## src/rtl/cordic_phase_sequencer.sv

```systemverilog
// cordic_phase_sequencer
//   Upstream driver for cordic_sincos. A 32-bit NCO phase (2^32 = 2*pi) is
//   offset, then folded to a quadrant plus a residual. The residual is scaled
//   to a Q2.30 angle in [0, pi/2), which keeps the CORDIC inside its
//   convergence range. The block then runs the CORDIC, un-folds the quadrant
//   onto the result and offers the sample over a valid/ready handshake.
//
// Ports
//   clk, rst          clock; synchronous active-high reset
//   enable            run request
//   ftw               phase increment per issued sample
//   phase_offset      added to the accumulator when forming each angle
//   clear_err         clears err_timeout (a timeout on the same edge wins)
//   cordic_start      one-cycle start pulse (high exactly in ISSUE)
//   cordic_theta      Q2.30 angle, stable between start pulses
//   cordic_sin/cos    Q2.30 CORDIC results, qualified by cordic_done
//   sin_out/cos_out   full-circle Q2.30 sample
//   sample_valid      sample presented (HOLD)
//   sample_ready      downstream accepts the sample
//   busy              any state other than IDLE
//   err_timeout       sticky; cordic_done never arrived
module cordic_phase_sequencer #(
    parameter logic [31:0] PI_HALF_Q30    = 32'h6487ED51,
    parameter int          TIMEOUT_CYCLES = 64
) (
    input  logic        clk,
    input  logic        rst,
    input  logic        enable,
    input  logic [31:0] ftw,
    input  logic [31:0] phase_offset,
    input  logic        clear_err,
    output logic        cordic_start,
    output logic [31:0] cordic_theta,
    input  logic [31:0] cordic_sin,
    input  logic [31:0] cordic_cos,
    input  logic        cordic_done,
    output logic [31:0] sin_out,
    output logic [31:0] cos_out,
    output logic        sample_valid,
    input  logic        sample_ready,
    output logic        busy,
    output logic        err_timeout
);

    localparam int CW = $clog2(TIMEOUT_CYCLES + 1);

    typedef enum logic [1:0] {IDLE, ISSUE, WAIT, HOLD} state_t;

    state_t        state, state_nxt;
    logic [31:0]   acc;
    logic [1:0]    quad;
    logic [CW-1:0] cnt;
    logic          timeout;
    logic [31:0]   phase;
    logic [61:0]   prod;
    logic [31:0]   theta_nxt;
    logic [31:0]   sin_nxt, cos_nxt;

    // Two's-complement negate; the most negative code saturates instead of
    // wrapping back onto itself.
    function automatic logic [31:0] sneg(input logic [31:0] x);
        return (x == 32'h80000000) ? 32'h7FFFFFFF : (~x + 32'd1);
    endfunction

    assign phase = acc + phase_offset;
    assign prod  = {32'd0, phase[29:0]} * {30'd0, PI_HALF_Q30};
    // r < 2^30 and pi/2 < 2^31 keep prod below 2^61, so the top bit of the
    // shifted product is always 0: this is {1'b0, prod[60:30]}, truncated.
    assign theta_nxt = 32'(prod >> 30);

    // The counter value after this cycle would reach TIMEOUT_CYCLES.
    assign timeout = (cnt == CW'(TIMEOUT_CYCLES - 1));

    always_comb begin
        sin_nxt = cordic_sin;
        cos_nxt = cordic_cos;
        case (quad)
            2'd1: begin sin_nxt = cordic_cos;       cos_nxt = sneg(cordic_sin); end
            2'd2: begin sin_nxt = sneg(cordic_sin); cos_nxt = sneg(cordic_cos); end
            2'd3: begin sin_nxt = sneg(cordic_cos); cos_nxt = cordic_sin;       end
            default: ;
        endcase
    end

    always_comb begin
        state_nxt = state;
        case (state)
            IDLE:  if (enable) state_nxt = ISSUE;
            ISSUE: state_nxt = WAIT;
            WAIT: begin
                if (cordic_done)  state_nxt = HOLD;
                else if (timeout) state_nxt = IDLE;
            end
            HOLD:  if (sample_ready) state_nxt = enable ? ISSUE : IDLE;
            default: state_nxt = IDLE;
        endcase
    end

    always_ff @(posedge clk) begin
        if (rst) begin
            state        <= IDLE;
            acc          <= '0;
            quad         <= '0;
            cnt          <= '0;
            cordic_start <= 1'b0;
            cordic_theta <= '0;
            sin_out      <= '0;
            cos_out      <= '0;
            err_timeout  <= 1'b0;
        end else begin
            state <= state_nxt;
            // ISSUE is only entered from IDLE or HOLD, so this is a single pulse.
            cordic_start <= (state_nxt == ISSUE);
            if (state_nxt == ISSUE) begin
                cordic_theta <= theta_nxt;
                quad         <= phase[31:30];
                acc          <= acc + ftw;
            end

            if (state == WAIT && !cordic_done && !timeout)
                cnt <= cnt + CW'(1);
            else
                cnt <= '0;

            if (state == WAIT && cordic_done) begin
                sin_out <= sin_nxt;
                cos_out <= cos_nxt;
            end

            if (state == WAIT && !cordic_done && timeout)
                err_timeout <= 1'b1;
            else if (clear_err)
                err_timeout <= 1'b0;
        end
    end

    assign sample_valid = (state == HOLD);
    assign busy         = (state != IDLE);

endmodule
```

## config.mk

```make
export PLATFORM = sky130hd
export DESIGN_NAME = cordic_phase_sequencer
export DESIGN_NICKNAME = d
export VERILOG_FILES = /design/src/rtl/cordic_phase_sequencer.sv
export SDC_FILE = /design/constraint.sdc
export NUM_CORES = 1
export LEC_CHECK = 0
export ABC_AREA = 1
export BUFFER_PORTS_ARGS = -buffer_cell sky130_fd_sc_hd__buf_2
export CAP_MARGIN = 10
export CORE_MARGIN = 4
export CORE_UTILIZATION = 60
export CTS_BUF_LIST = sky130_fd_sc_hd__clkbuf_16
export CTS_CLUSTER_DIAMETER = 30
export DETAILED_ROUTE_END_ITERATION = 12
export PLACE_DENSITY = 0.8
export SYNTH_ARGS = -nofsm -noshare
export SYNTH_HDL_FRONTEND = slang
export SYNTH_SLANG_ARGS = --single-unit
```

## constraint.sdc

```tcl
create_clock -name clk -period 13.15 [get_ports clk]
set_input_delay 2.63 -clock clk [delete_from_list [all_inputs] [get_ports clk]]
set_output_delay 2.63 -clock clk [all_outputs]
set_load 0.005 [all_outputs]
```

==> qor.yml, run 1 <==
max_slew.worst_pin.slew_ns: 1.24
rsz0062_at_grt: "false"
detailedRoute.firstPassIterationCount: 7
crit_path_top_delay_cell: "xor2_1"
grt_max_degree: 95
max_stage_delay_ns: 0.96
grt_pass1_wl_um: 151000
avgSynthCellArea_um2: 7.23
clk_latency_ns: 0.49
status: "finished clean"
h-tree-depth: 4
post_cts_buffers: 0
nets: 5017
ys_warn_count: 0
cts-root-buf: "clkbuf_16"
gp_congestion: 1.06
start_util: 0.609
wirelength_um: 99100
hp-class: "reg2reg"
synth.distinct_cells: 57
finClkSkew_ns: 0.0299
ctsHoldBuffers: 0
syn_inst: 3931
crit_type: "in2reg"
finalCriticalPeriod_ns: 11.47
cp-end-kind: "flip-flop"
syn2layout_area_growth_pct: 8.35
vias: 27300
post-route-period-util: 0.872
die_h_um: 226
synthesis.area_um2: 28400
relSlewSlack: 0.167
grt_usage: 0.386
vias_per_cell: 5.73
cts_buffer_depth: 2
drive_gt1_frac: 0.0905
drv_slew: 0
tns_ns: 0
dieArea_um2: 50900
tritoncts: "yes"
crit_required_ns: 13.51
drcViolationCount: 0
syn-num-nets: 4815
dieWidth_um: 226
fp.coreArea_um2: 46700
portBuffers: 232
maxCapViolations: 0
globalRouteOverflowTotal: 0
grt_pass1_vias: 26200
clkTransAtPathRegs_ns: 0.06
most-common-layout-cells: "nand2_1 (799), inv_1 (792), ha_1 (431), fa_1 (319), nor2_1 (289)"
n_fill_cell: 4266
ant_nets: 0
path_common_cell: "fa_1"
hold_viol_final: 0
cts_resized: 0
fmax_ghz: 0.0872
grt_antenna_before_repair: 3
layout.cells.non_filler: 4754
wl_per_cell_um: 20.9
final_common_cell: "nand2_1"
numCtsBuffers: 17
cp.arrival_ns: 11.83
place_inst: 4721
synth-seq-cells: 140
cts_sinks: 140
io_pins: 234
synth_seq_area_share: 0.0986
dpl.hpwl_um: 84600
pre_cts_slack_ns: 1.32
fin_ws_ns: 1.68
finalSetupViolCount: 0
drt-initial-drc-count: 2939
rows: 79
worst-path-max-fanout: 9
worstSetupStartpointType: "input pin"
## synthesized netlist by cell type (all sizes together)
master | number | area (µm²)
o21bai | 26 | 195
fa | 319 | 6390
o22ai | 2 | 12.5
xnor2 | 29 | 262
xor2 | 63 | 567
or2 | 11 | 71.3
ha | 431 | 5390
dfxtp | 140 | 2800
clkbuf | 53 | 200
nand4 | 54 | 338
buf | 23 | 159
o211a | 1 | 10.0
o21a | 9 | 67.6
nand3 | 192 | 981
a21oi | 255 | 1290
and2 | 1 | 6.26
conb | 1 | 3.75
o211ai | 27 | 203
a22oi | 8 | 60.1
a31oi | 16 | 100
nand3b | 5 | 37.5
o2111ai | 25 | 219
inv | 811 | 3050
nor4 | 9 | 62.6
and3 | 2 | 12.5
nand2 | 818 | 3140
a21o | 26 | 196
a21boi | 6 | 45.0
nor3 | 46 | 240
clkinv | 3 | 11.3
o31ai | 1 | 7.51
nor3b | 2 | 15.0
o221ai | 3 | 26.3
nor2 | 314 | 1260
o21ai | 199 | 1000
## state kept, by name (all words and copies together) (netlist names)
register and cells:
quad 2, acc 32, state 2, cos_out 32
err_timeout 1, cordic_theta 31, sin_out 32, cnt 7
cordic_start 1
## critical path, delay by kind of cell
kind	cells	cell delay, ns
AOI/OAI and AO/OA	7	1.87
xor gates and xnor gates	1	0.96
adders and majority gates	10	4.59
buffers and inverters	7	0.94
and+or+nand+nor	5	0.82
## layout make-up
type,instances,area (µm²),share of cell area
inverter,814,3060,0.0993
antenna,2,5.00,0.000162
tap,607,759,0.0247
clock inverter,14,170,0.00552
clock buffer,17,425,0.0138
sequential,140,2800,0.0910
multi-input combinational,2901,22200,0.721
timing repair buffer,259,1360,0.0443
## routing by layer
metal	share of wire	track usage	up-vias	wire length [µm]
met4	0.048	0.160	2	4770
met5	0.00015	0	-	15
met1	0.41	0.529	12700	40800
met3	0.10	0.0901	227	10400
li1	-	-	12900	-
met2	0.44	0.591	1455	43200
## through the flow
step	hold WS (ns)	instance area, µm²	utilization
floorplan	0.418	28400	-
global placement	0.432	30200	0.647
detailed placement	0.443	30200	0.647
CTS	0.457	30800	0.660
global route	0.484	30800	0.660
finish	0.448	30800	0.660
## cell families (layout without fill, tap and decap cells)
family / count (synthesis) / in the layout / synth area share
AOI/OAI and AO/OA: 604 / 604 / 0.121
xor gates and xnor gates: 92 / 92 / 0.0291
adders and majority gates: 750 / 750 / 0.414
buffers and inverters: 890 / 1104 / 0.120
DFF: 140 / 140 / 0.0986
other: 1 / 3 / 0.000132
and+or+nand+nor: 1454 / 1454 / 0.217
## final timing paths
check                endpoint  cells past startpoint            start  slack (ns)
min                    cnt[0]                      1           cnt[0]        0.45
max reg2reg  cordic_theta[11]                     29           acc[4]        3.63
min reg2reg            cnt[0]                      1           cnt[0]        0.45
max          cordic_theta[11]                     30  phase_offset[4]        1.68
Power of run 1 is not shown: default switching activity piles up to over one toggle a cycle in this logic, so the estimate is an artifact.
==> inputs of run 2 (changes only) <==
clock period = 13.9 ns   (was 13.15 ns; I/O delays follow)
==> run 2 against run 1 <==
Cell count about the same. Flip-flop and latch count stayed put. Critical endpoint is now cordic_theta[29]. Die area stayed put. Routed wire length increased by 1.7%. Critical path depth rose by 3.
==> qor.yml, run 2 (same netlist as run 1, synthesis figures left out) <==
status: "finished clean"
grt_max_degree: 95  # unchanged
nets: 5015  # -0.040%
post_cts_buffers: 0  # unchanged
drt-initial-drc-count: 3478  # +18%
cp.arrival_ns: 11.57  # -0.26 ns
clk_latency_ns: 0.50  # about the same
ctsHoldBuffers: 0  # unchanged
detailedRoute.firstPassIterationCount: 8  # +1
drcViolationCount: 0  # unchanged
numCtsBuffers: 17  # unchanged
ant_nets: 0  # unchanged
io_pins: 234  # unchanged
die_h_um: 226  # unchanged
drv_slew: 0  # unchanged
max_slew.worst_pin.slew_ns: 1.12  # -0.120 ns
n_fill_cell: 4314  # +1.1%
rsz0062_at_grt: "false"
met3_usage: 0.0799  # -0.0101
use_met1: 0.544  # +0.0151
cts_buffer_depth: 2  # unchanged
clkTransAtPathRegs_ns: 0.08  # +0.02 ns
largest_registers: "acc: 32 flops, cos_out: 32 flops, sin_out: 32 flops"
vias_per_cell: 5.79  # +1.0%
crit_required_ns: 14.31  # +0.80 ns
maxCapViolations: 0  # unchanged
most-common-layout-cells: "nand2_1 (799), inv_1 (791), ha_1 (431), fa_1 (319), nor2_1 (289)"
cp-end-kind: "flip-flop"
vias: 27500  # +0.99%
start_util: 0.609  # unchanged
portBuffers: 232  # unchanged
gp_congestion: 1.06  # +0.16%
fp.coreArea_um2: 46700  # unchanged
wl_per_cell_um: 21.2  # +1.7%
cts-root-buf: "clkbuf_16"
globalRouteOverflowTotal: 0  # unchanged
grt_pass1_wl_um: 154000  # +1.7%
syn2layout_area_growth_pct: 8.15
tritoncts: "yes"
wirelength_um: 101000  # +1.7%
relSlewSlack: 0.248  # +0.0805
finalSetupViolCount: 0  # unchanged
dpl.hpwl_um: 85900  # +1.5%
dieWidth_um: 226  # unchanged
holdPathStages: 2  # +1
max_stage_delay_ns: 0.77  # -0.19 ns
crit_cells: 33  # +10%
busiest_layer: "met2"
worstSetupStartpointType: "input pin"
dieArea_um2: 50900  # unchanged
crit_path_top_delay_cell: "xor2_1"
rows: 79  # unchanged
cts_sinks: 140  # unchanged
worst-path-max-fanout: 9  # unchanged
critPathTopFamily: "adder cells"
worst-path-buf-inv: 7  # unchanged
path_common_cell: "fa_1"
drive_gt1_frac: 0.0907  # +0.000263
grt_pass1_vias: 26600  # +1.8%
worst_r2r_path_depth: 33  # +14%
hp-class: "reg2reg"
cts_resized: 0  # unchanged
h-tree-depth: 4  # unchanged
use_met2: 0.604  # +0.0127
finalCriticalPeriod_ns: 11.17
crit_type: "in2reg"
grt_antenna_before_repair: 3  # unchanged
fmax_ghz: 0.0896
final_common_cell: "nand2_1"
tns_ns: 0  # unchanged
post-route-period-util: 0.803
finClkSkew_ns: 0.0273  # -0.00257 ns
hold_viol_final: 0  # unchanged
grt_usage: 0.393  # +0.00682
-- run 2: cell type report --
class	count	area, µm²	share of cell area
multi-input combinational	2901	22200	0.723
inverter	814	3060	0.0995
sequential	140	2800	0.0911
timing repair buffer	257	1350	0.0439
tap	607	759	0.0247
clock buffer	17	425	0.0138
clock inverter	15	130	0.00423
antenna	1	2.50	0.0000814
-- run 2: worst min-delay path, stage by stage (launching register included) --
cell and delay, ns:
dfxtp_1 0.31, nand2_1 0.06, a21oi_1 0.05
-- run 2: routing by layer --
layer / wire, µm / vias up
li1: - / 12900
met1: 41100 / 12800
met2: 44300 / 1558
met3: 10400 / 262
met4: 5000 / 2
met5: 16 / -
-- run 2: final timing paths --
check | from | endpoint | slack, ns
worst min register to register | cos_out[6] | cos_out[6] | 0.46
worst max register to register | acc[0] | cordic_theta[29] | 4.79
worst max-delay path | phase_offset[2] | cordic_theta[29] | 2.73
worst min-delay path | cos_out[6] | cos_out[6] | 0.46
-- run 2: per-stage QoR --
stage | hold slack [ns] | std cells | cell area, µm² | setup WS [ns] | util
2_1_floorplan | 0.418 | 3931 | 28400 | 3.79 | -
3_3_place_gp | 0.434 | 4719 | 30200 | 2.39 | 0.647
3_5_place_dp | 0.444 | 4719 | 30200 | 2.40 | 0.647
4_1_cts | 0.463 | 4751 | 30700 | 2.86 | 0.659
5_1_grt | 0.481 | 4752 | 30700 | 2.30 | 0.659
6_report | 0.464 | 4752 | 30700 | 2.73 | 0.659
Power of run 2 is left out for the same reason.
